==> src/rtl/fp_add_driver.sv <==
// fp_add_driver: issues buffered operand pairs to a floating-point adder through
// its start/done handshake. Results go out on a valid/ready port, and a watchdog
// aborts any operation whose adder never completes.
`timescale 1ns/1ps
module fp_add_driver #(
    parameter int W            = 32,
    parameter int DEPTH        = 4,
    parameter int START_CYCLES = 2,
    parameter int TIMEOUT      = 64
) (
    input  logic                     clk,
    input  logic                     rst,
    input  logic                     in_valid,
    output logic                     in_ready,
    input  logic [W-1:0]             in_a,
    input  logic [W-1:0]             in_b,
    output logic                     res_valid,
    input  logic                     res_ready,
    output logic [W-1:0]             res_sum,
    output logic                     add_start,
    input  logic                     add_done,
    output logic [W-1:0]             add_a,
    output logic [W-1:0]             add_b,
    input  logic [W-1:0]             add_sum,
    output logic                     busy,
    output logic                     timeout_err,
    input  logic                     err_clr,
    output logic [$clog2(DEPTH):0]   fifo_count
);

    localparam int AW  = $clog2(DEPTH);
    localparam int SCW = $clog2(START_CYCLES + 1);
    localparam int TW  = $clog2(TIMEOUT);

    typedef enum logic [2:0] {
        IDLE    = 3'd0,
        START   = 3'd1,
        HOLD    = 3'd2,
        BUSY    = 3'd3,
        CAPTURE = 3'd4
    } state_t;

    state_t              state_reg, state_next;
    logic [2*W-1:0]      mem [DEPTH];
    logic [AW-1:0]       wr_ptr_reg, rd_ptr_reg;
    logic [AW:0]         count_reg;
    logic [SCW-1:0]      start_cnt_reg;
    logic [TW-1:0]       timer_reg;
    logic [W-1:0]        add_a_reg, add_b_reg, res_sum_reg;
    logic                res_valid_reg, add_start_reg, busy_reg, err_reg;

    logic                push, pop, timer_expired, capture_fire, abort;
    logic                add_start_next, busy_next;
    logic [2*W-1:0]      head_data;

    // FIFO handshake: full blocks pushes even when a pop happens in the same cycle
    assign in_ready      = (count_reg != (AW+1)'(DEPTH));
    assign push          = in_valid && in_ready;
    assign pop           = (state_reg == IDLE) && (count_reg != '0) && add_done;
    assign head_data     = mem[rd_ptr_reg];
    assign timer_expired = (timer_reg == TW'(TIMEOUT - 1));

    // Operand storage; no reset needed, occupancy is tracked by the pointers
    always_ff @(posedge clk) begin
        if (push) begin
            mem[wr_ptr_reg] <= {in_a, in_b};
        end
    end

    // State register
    always_ff @(posedge clk or posedge rst) begin
        if (rst) begin
            state_reg <= IDLE;
        end else begin
            state_reg <= state_next;
        end
    end

    // Next-state logic; the watchdog wins over normal progress in HOLD/BUSY
    always_comb begin
        state_next = state_reg;
        unique case (state_reg)
            IDLE:    if (pop) state_next = START;
            START:   if (start_cnt_reg == SCW'(START_CYCLES - 1)) state_next = HOLD;
            HOLD: begin
                if (timer_expired)  state_next = IDLE;
                else if (!add_done) state_next = BUSY;
            end
            BUSY: begin
                if (timer_expired) state_next = IDLE;
                else if (add_done) state_next = CAPTURE;
            end
            CAPTURE: if (!res_valid_reg || res_ready) state_next = IDLE;
            default: state_next = IDLE;
        endcase
    end

    // Output decode: values loaded into the registered outputs on the next edge
    always_comb begin
        add_start_next = (state_next == START);
        busy_next      = (state_next != IDLE);
        capture_fire   = (state_reg == CAPTURE) && (!res_valid_reg || res_ready);
        abort          = ((state_reg == HOLD) || (state_reg == BUSY)) && timer_expired;
    end

    // FIFO pointers and occupancy
    always_ff @(posedge clk or posedge rst) begin
        if (rst) begin
            wr_ptr_reg <= '0;
            rd_ptr_reg <= '0;
            count_reg  <= '0;
        end else begin
            if (push) wr_ptr_reg <= wr_ptr_reg + AW'(1);
            if (pop)  rd_ptr_reg <= rd_ptr_reg + AW'(1);
            if (push && !pop)      count_reg <= count_reg + (AW+1)'(1);
            else if (pop && !push) count_reg <= count_reg - (AW+1)'(1);
        end
    end

    // Operation datapath: start counter, watchdog timer, adder operands
    always_ff @(posedge clk or posedge rst) begin
        if (rst) begin
            start_cnt_reg <= '0;
            timer_reg     <= '0;
            add_a_reg     <= '0;
            add_b_reg     <= '0;
        end else begin
            if (pop) begin
                start_cnt_reg <= '0;
                add_a_reg     <= head_data[2*W-1:W];
                add_b_reg     <= head_data[W-1:0];
            end else if (state_reg == START) begin
                start_cnt_reg <= start_cnt_reg + SCW'(1);
            end
            if (state_reg == START) begin
                timer_reg <= '0;
            end else if ((state_reg == HOLD) || (state_reg == BUSY)) begin
                timer_reg <= timer_reg + TW'(1);
            end
        end
    end

    // Result register, sticky error flag and registered status outputs
    always_ff @(posedge clk or posedge rst) begin
        if (rst) begin
            res_sum_reg   <= '0;
            res_valid_reg <= 1'b0;
            err_reg       <= 1'b0;
            add_start_reg <= 1'b0;
            busy_reg      <= 1'b0;
        end else begin
            if (capture_fire) begin
                res_sum_reg   <= add_sum;
                res_valid_reg <= 1'b1;
            end else if (res_valid_reg && res_ready) begin
                res_valid_reg <= 1'b0;
            end
            if (abort)        err_reg <= 1'b1;
            else if (err_clr) err_reg <= 1'b0;
            add_start_reg <= add_start_next;
            busy_reg      <= busy_next;
        end
    end

    assign res_valid   = res_valid_reg;
    assign res_sum     = res_sum_reg;
    assign add_start   = add_start_reg;
    assign add_a       = add_a_reg;
    assign add_b       = add_b_reg;
    assign busy        = busy_reg;
    assign timeout_err = err_reg;
    assign fifo_count  = count_reg;

endmodule

==> config.mk <==
export PLATFORM = sky130hd
export DESIGN_NAME = fp_add_driver
export DESIGN_NICKNAME = d
export VERILOG_FILES = /design/src/rtl/fp_add_driver.sv
export SDC_FILE = /design/constraint.sdc
export NUM_CORES = 1
export LEC_CHECK = 0
export ABC_AREA = 1
export BUFFER_PORTS_ARGS = -buffer_cell sky130_fd_sc_hd__buf_2
export CORE_MARGIN = 5
export CORE_UTILIZATION = 61
export DETAILED_ROUTE_END_ITERATION = 12
export GPL_TIMING_DRIVEN = 0
export HOLD_SLACK_MARGIN = 0.03
export PLACE_DENSITY_LB_ADDON = 0.2
export SETUP_SLACK_MARGIN = 0.4
export SYNTH_ARGS = -nofsm -noshare
export SYNTH_HDL_FRONTEND = slang
export SYNTH_SLANG_ARGS = --single-unit
export TNS_END_PERCENT = 50
==> constraint.sdc <==
create_clock -name clk -period 10.7 [get_ports clk]
set_clock_uncertainty 0.2 [all_clocks]
set_input_delay 2.675 -clock clk [delete_from_list [all_inputs] [get_ports clk]]
set_output_delay 2.675 -clock clk [all_outputs]
set_load 0.02 [all_outputs]
# [After elaboration in Yosys (flattened, before gate mapping)]
# Memory sizes are Yosys's and may differ from the RTL's. A register that Yosys moved wholly into a read port is not among the register bits.
# Cells that the tools add are included.
[op_classes] n_addsub=6 reduce_logical=21 eq_ne=8 muxes=20
[op_table] cell="$mux W3" count=9
[op_table] cell="$pmux W3 S5" count=1
[op_table] cell="$mux W6" count=2
[op_table] cell="$reduce_bool A2 Y1" count=5
[op_table] cell="$logic_and A1 B1 Y1" count=8
[op_table] cell="$add A2 B1 Y2 const B" count=3
[op_table] cell="$add A6 B1 Y6 const B" count=1
[op_table] cell="$eq A3 B1 Y1 const B" count=2
[op_table] cell="$eq A3 B2 Y1 const B" count=2
[op_table] cell="$eq A6 B6 Y1 const B" count=1
[op_table] cell="$mux W1" count=6
[op_table] cell="$reduce_bool A3 Y1" count=2
[op_table] cell="$mux W2" count=2
[op_table] cell="$add A3 B1 Y3 const B" count=1
[op_table] cell="$eq A3 B3 Y1 const B" count=1
[op_table] cell="$logic_not A1 Y1" count=3
[op_table] cell="$logic_not A3 Y1" count=1
[op_table] cell="$ne A3 B3 Y1 const B" count=1
[op_table] cell="$sub A3 B1 Y3 const B" count=1
[op_table] cell="$eq A2 B1 Y1 const B" count=1
[op_table] cell="$logic_or A1 B1 Y1" count=2
[totals] input_bits=102 output_inout_bits=104 mem_count=1 elab_cells=67 ff_bits=54 ramBits=256
[mem_list] memory="mem" depth=4 word_bits=64 read_ports=1 rd_ports_with_merged_regs=1 write_ports=1 line="44" source="logic [2*W-1:0] mem [DEPTH];"

# [Logic depth before layout (Yosys ltp)]
# Gate-level depths: netlist of the first run.
[depth] ltp_word=6 ltp_mapped=12 ltp_nobuf=11

# [Worst setup path after synthesis of the first run]
# No wires, ideal clock.
[synth_path] path_type="input -> register" from="input in_valid" to="memory mem[0][0] (netlist name) (enable)" stages=2 path_slack_ns=4.511 setup_ns=0.487 arrival_ns=5.503 path_buffers=0 required_ns=10.013 cell_sequence="nand2_1 -> nor2_1"
[synth_between] elab_chain_cells=3
[synth_rtl] element="from (decl)" line="13" source="input logic in_valid,"
[synth_rtl] element="$logic_and A1 B1 Y1" line="58" source="assign push = in_valid && in_ready;"
[synth_rtl] element="$mux W1" line="65" source="if (push) begin"
[synth_rtl] element="$mux W1 (not written as such)" line="66" source="mem[wr_ptr_reg] <= {in_a, in_b};"
[synth_rtl] element="to (decl)" line="44"
# Every way passes these cells.

# [Worst setup path after layout of the first run]
[layout_path] from="register count_reg[0], in the netlist fifo_count[0]" to="output in_ready"
[layout_between] elab_chain_cells=1
[layout_rtl] element="from (decl)" line="46" source="logic [AW:0] count_reg;"
[layout_rtl] element="from (signal assigned)" line="115" source="if (push && !pop) count_reg <= count_reg + (AW+1)'(1);"
[layout_rtl] element="from (signal assigned)" line="116" source="else if (pop && !push) count_reg <= count_reg - (AW+1)'(1);"
[layout_rtl] element="$ne A3 B3 Y1" line="57" source="assign in_ready = (count_reg != (AW+1)'(DEPTH));"
[layout_rtl] element="to (decl)" line="14" source="output logic in_ready,"
# Every way passes these cells.

==> impl_metrics.ini, run 1 <==
[clocking]
clock_insertion_delay_worst_skew_ps = 510
tritoncts.num_buffers = 38
ctsRootBufferMaster = clkbuf_16
cts.repair_timing.setup_buffer_count = 0
clock_pin_slew_reported_for_the_worst_setup_and_hold_paths_after_clock_tree_synthesis_ps = 60
tritoncts_num_sinks = 374
number_of_gates_resized_after_cts = 0
cts.path.max_buffers = 3
cts_htree_levels = 2
tritoncts = yes
cts.hold.buffers_added = 0

[sta]
grt_setup_unrepaired = no
min_period_over_period = 0.390
fmax_ghz = 0.240
fin_crit_ps = 4170
setup-tns-final_ps = 0
worstMarginPinSlew_ps = 665
final_report_max_slew_violation_count = 0
final-hold-violation-count = 0
worst_slew_margin_rel = 0.555
finalSetupViolCount = 0

[finish]
max_reg_flops = 256
area_delta_synth_final_pct = 20.1
register_bank_with_the_most_flops = mem
drive_above_1_share = 0.205
final-instance-count-excl-fill = 1840
n_fill_cell = 1566
nNetsFinal = 1597

[worst_hold_path]
holdPathStages = 2
min_to = add_a[10]
holdCritPathClass = reg -> reg
hp-start = add_a[10]

[setup_path]
worstPathBufferInverterCount = 2
worst-endpoint-required_ps = 7830
critical_path.slowest_cell = dfrtp_1
worst_r2r_endpoint = fifo_count[2]
regToRegSetupSlack_ps = 8260
arrival_ps = 1290
crit_path_start_kind = register
worstReg2RegStart = fifo_count[0]
crit_family = flip-flops
worstSetupEndpointType = primary output
reg2reg_depth = 11
critPathKind = reg -> out
cp_cell_sequence = inv_1 > nand3_1 > buf_2
critical-path-max-stage-delay_ps = 430
critical_path.max_fanout = 4

[die]
die_y_um = 164
initial_core_util = 0.617
placeableCoreArea_mm2 = 0.0233
fp.dieArea_mm2 = 0.0268
die_w_um = 164
pin_count = 206
placement_rows = 56

[synthesis]
ys_dominant_reg_cell = edfxtp_1
post_synth_num_cell_types = 25
synth_seq_area_share = 0.739
yosysWarningCount = 0
synthTopCellsByArea = edfxtp_1 (53%), dfrtp_1 (21%), o21ai_0 (7.0%)
synth_area_mm2 = 0.0144
synth_cells = 1233
synth.largest_area_cell = edfxtp_1
synth.ff_latch_count = 374
share_of_synthesized_flip_flops_with_an_asynchronous_set_or_reset = 0.316
synth_edf_count = 256
synthesis.area_per_instance_um2 = 11.7
synth_commonest_cells = edfxtp_1 (256), nand2_1 (249), nor2_1 (217)
syn-num-nets = 1343
synth_most_common_cell = edfxtp_1
synth_top_area_frac = 0.534

[route]
route.antenna.remaining_nets = 0
wirelength_um = 32300
met1_length_um = 13100
detail_route.wl_per_cell_um = 17.6
dr_total_vias = 9798
number_of_detailed_routing_iterations_run_before_antenna_repair = 5
met3_wirelength_um = 2740
initialDrtViolationCount = 825
top_layer = met5
wl_met2_um = 15800
remaining_drc_errors = 0
routed_via_density = 5.33

[placed_design]
place_congestion = 0.766
dp_hpwl_um = 20900
dp.cells = 1766
placement.io_buffers = 205

[power_and_ir_drop]
p_leak_nw = 7.34
power_density_of_the_placed_cells_mw_per_mm2 = 298
totalPowerFinal_w = 0.00515
power.ir.vdd_worst_v = 0.000156

[flow_run]
drv.max_cap_violation_count = 0

[status]
result_of_the_run = complete, no violations

[global_routing]
grt_max_degree = 73
grt_antenna_before_repair = 10
first_global_vias = 9770
grt_first_pass_wirelength_um = 50800
globalRouteOverflowTotal = 0
grt_util_all_layers = 0.244
-- worst max path at each step --
stage	from	endpoint	slack (ps)	depth (start not counted)
after floorplan	in_valid	mem[0][0]	4510	2
after global placement	in_valid	mem[0][60]	2250	3
after detailed placement	add_done	fifo_count[2]	6040	12
after CTS	fifo_count[0]	in_ready	6510	3
after global routing	fifo_count[0]	in_ready	6430	3
final	fifo_count[0]	in_ready	6530	3
-- logic make-up (layout without fill, tap and decap cells) --
kind of cell,Yosys count,count (layout),synth area share
compound gates,237,237,0.0828
xor+xnor,5,5,0.00304
fa+ha+maj,8,8,0.00748
buf+inv,127,411,0.0392
flops,374,374,0.739
other cells,0,4,0
simple gates,482,482,0.128
-- worst reg2reg max path: stages (launching register included) --
cell and delay (ps):
dfrtp_1 430, inv_1 90, nand3_1 130, nand2_4 210, buf_2 260, ha_1 180, inv_1 60, fa_1 380
nor2_1 110, nor2_1 40, nand2_1 80, xor2_1 170
-- per-stage QoR --
stage | setup slack [ps] | util | cell area, um^2 | hold slack, ps
2_1_floorplan | 4510 | - | 14400 | 264
3_5_place_dp | 6040 | 0.688 | 16000 | 260
3_3_place_gp | 2250 | 0.678 | 15800 | 257
5_1_grt | 6430 | 0.741 | 17300 | 296
6_report | 6530 | 0.741 | 17300 | 273
4_1_cts | 6510 | 0.740 | 17300 | 276
-- where the power goes --
group          switching, W  total [W]  internal [W]
Combinational       0.00120    0.00175      0.000545
Clock              0.000518    0.00128      0.000765
Sequential         0.000152    0.00212       0.00197
-- layer usage --
metal  global-route usage  vias up
met5                    0        -
met4               0.0782       12
met3               0.0565       63
met2                0.405      371
met1                0.323     4674
li1                     -     4678
-- placed cells by master, fill, tap and decap left out, drive strengths merged --
cell type / count
edfxtp: 256
nand2: 251
buf: 242
o21ai: 230
nor2: 218
dfrtp: 118
clkbuf: 92
inv: 67
nand3: 10
clkinv: 8
ha: 7
a21oi: 5
diode: 4
xor2: 4
nand4: 3
bufinv: 2
a22o: 1
a31oi: 1
xnor2: 1
fa: 1
-- cell type report --
type	instances	area [um^2]	area share
Tap cell	319	399	0.0231
Clock buffer	58	1110	0.0640
Buffer	62	320	0.0185
Sequential cell	374	10600	0.616
Multi-Input combinational cell	732	3220	0.186
Inverter	65	249	0.0144
Clock inverter	12	128	0.00738
Timing Repair Buffer	214	1210	0.0702
Antenna cell	4	10.0	0.000579
Power figures use the tool's default switching activity.
==> inputs of run 2 (changes only) <==
ABC_AREA = 0   (was 1)
CORE_UTILIZATION = 57   (was 61)
clock period = 4.2 ns   (was 10.7 ns; I/O delays follow)
==> impl_metrics.ini, run 2 <==
[route]
route.antenna.remaining_nets = 0
wirelength_um = 26800
top_layer = met5
initialDrtViolationCount = 340
met1_length_um = 11000
number_of_detailed_routing_iterations_run_before_antenna_repair = 4
dr_total_vias = 6776
detail_route.wl_per_cell_um = 21.5
remaining_drc_errors = 0
wl_met2_um = 13500
met3_wirelength_um = 1980
routed_via_density = 5.44

[clocking]
cts_htree_levels = 2
cts.repair_timing.setup_buffer_count = 0
tritoncts = yes
ctsRootBufferMaster = clkbuf_16
clock_insertion_delay_worst_skew_ps = 510
tritoncts_num_sinks = 374
clock_pin_slew_reported_for_the_worst_setup_and_hold_paths_after_clock_tree_synthesis_ps = 60
cts.hold.buffers_added = 0
number_of_gates_resized_after_cts = 0
cts.path.max_buffers = 3
tritoncts.num_buffers = 38

[finish]
fin_util = 0.697
final-instance-count-excl-fill = 1246
layout.cells.most_common = edfxtp_1
layout_common_cells = edfxtp_1 (256), buf_2 (211), dfrtp_1 (118)
drive_above_1_share = 0.501
max_reg_flops = 256
register_bank_with_the_most_flops = mem
nNetsFinal = 1002
area_delta_synth_final_pct = 20.5

[die]
die_w_um = 167
die_y_um = 167
pin_count = 206
placement_rows = 57
initial_core_util = 0.579
fp.dieArea_mm2 = 0.0279
placeableCoreArea_mm2 = 0.0243

[synthesis]
synth_commonest_cells = edfxtp_1 (256), dfrtp_1 (118), mux2_2 (72)
syn-num-nets = 750
synth_cells = 640
share_of_synthesized_flip_flops_with_an_asynchronous_set_or_reset = 0.316
yosysWarningCount = 0
synth.largest_area_cell = edfxtp_1
synth_top_area_frac = 0.546
synth_edf_count = 256
ys_dominant_reg_cell = edfxtp_1
post_synth_num_cell_types = 42
synth_area_mm2 = 0.0141
synthesis.area_per_instance_um2 = 22.0
synth_seq_area_share = 0.756
synth_most_common_cell = edfxtp_1
synthTopCellsByArea = edfxtp_1 (55%), dfrtp_1 (21%), mux4_2 (10%)
synth.ff_latch_count = 374

[setup_path]
critPathKind = in -> reg
regToRegSetupSlack_ps = 1430
worst_r2r_endpoint = fifo_count[1]
critical_path.slowest_cell = fa_1
worstReg2RegStart = state_reg[2]
worstPathBufferInverterCount = 5
worstSetupEndpointType = register
cp_cell_sequence = buf_2 > nor4b_4 > o31a_4 > buf_12 > buf_12 > inv_2 > ha_1 > inv_1 > fa_1 > mux2_2
reg2reg_depth = 10
critical-path-max-stage-delay_ps = 400
worst-endpoint-required_ps = 4390
crit_path_start_kind = input port
critical_path.max_fanout = 10
crit_family = adder cells
arrival_ps = 3040
timing.critical_path.mode_cell = buf_12

[worst_hold_path]
holdCritPathClass = reg -> reg
min_to = res_sum[24]
holdPathStages = 1
hp-start = res_sum[24]

[global_routing]
grt_antenna_before_repair = 4
globalRouteOverflowTotal = 0
grt_max_degree = 54
first_global_vias = 7506
grt_util_all_layers = 0.194
grt_first_pass_wirelength_um = 42500

[flow_run]
drv.max_cap_violation_count = 0

[sta]
fin_crit_ps = 2850
finalSetupViolCount = 0
worst_slew_margin_rel = 0.538
setup-tns-final_ps = 0
worstMarginPinSlew_ps = 694
grt_setup_unrepaired = no
final-hold-violation-count = 0
hold-worst-slack_ps = 299
final_report_max_slew_violation_count = 0
fmax_ghz = 0.350
min_period_over_period = 0.679

[placed_design]
placement.io_buffers = 205
place_congestion = 0.822
dp_hpwl_um = 17300
dp.cells = 1176

[power_and_ir_drop]
power_density_of_the_placed_cells_mw_per_mm2 = 766
power.ir.vdd_worst_v = 0.000521
p_leak_nw = 6.56

[status]
result_of_the_run = complete, no violations
run 2: cell types whose count changed in the layout (fill, tap and decap cells not counted), moves of 31 or more:
cell,delta
clkbuf_1,-31
o21ai_0,-194
nand2_1,-238
nor2_1,-206
inv_1,-56
mux2_2,+72
mux4_2,+64
run 2: area by class of cell:
class	count	area (um^2)
Inverter	7	30.0
Antenna cell	1	2.50
Timing Repair Buffer	212	1200
Tap cell	324	405
Clock buffer	54	1080
Buffer	26	230
Multi-Input combinational cell	233	3190
Clock inverter	15	181
Fill cell	1509	7370
Sequential cell	374	10600
run 2: routing by layer:
metal  track usage  up-vias
met5             0        -
met4        0.0438        6
met3        0.0563       41
met2         0.322      204
met1         0.258     3474
li1              -     3051
run 2: per-stage QoR:
| step | setup slack [ps] | cell area [um^2] | power (W) |
|---|---|---|---|
| after floorplan | 594 | 14100 | 0.00843 |
| after global placement | -807 | 15500 | 0.00959 |
| after global routing | 1280 | 17000 | 0.0137 |
| after detailed placement | 828 | 15700 | 0.00979 |
| final | 1350 | 17000 | 0.0130 |
| after CTS | 1360 | 17000 | 0.0132 |
run 2: cell families (layout without fill, tap and decap cells):
family,count (synthesis),after routing,share of synthesized area
AND/OR/NAND/NOR,35,35,0.0140
adder cells (fa/ha/maj),8,8,0.00765
buffers and inverters,33,314,0.0182
AO/OA/AOI/OAI,20,20,0.0102
other,0,1,0
flip-flops,374,374,0.756
XOR/XNOR,7,7,0.00489
multiplexers,163,163,0.189
run 2: worst max-delay path by stage:
stage	start	slack, ps	cells past startpoint	to
global route	add_done	1280	10	fifo_count[1]
CTS	add_done	1360	10	fifo_count[1]
finish	add_done	1350	10	fifo_count[1]
detailed placement	add_done	830	10	fifo_count[1]
global placement	in_valid	-810	3	mem[2][50]
floorplan	in_valid	590	2	mem[0][0]
run 2: power by group:
group | switching [W] | leakage (nW) | internal, W
clock | 0.00131 | 0.624 | 0.00205
combinational | 0.00219 | 2.16 | 0.00197
sequential | 0.000424 | 3.78 | 0.00505
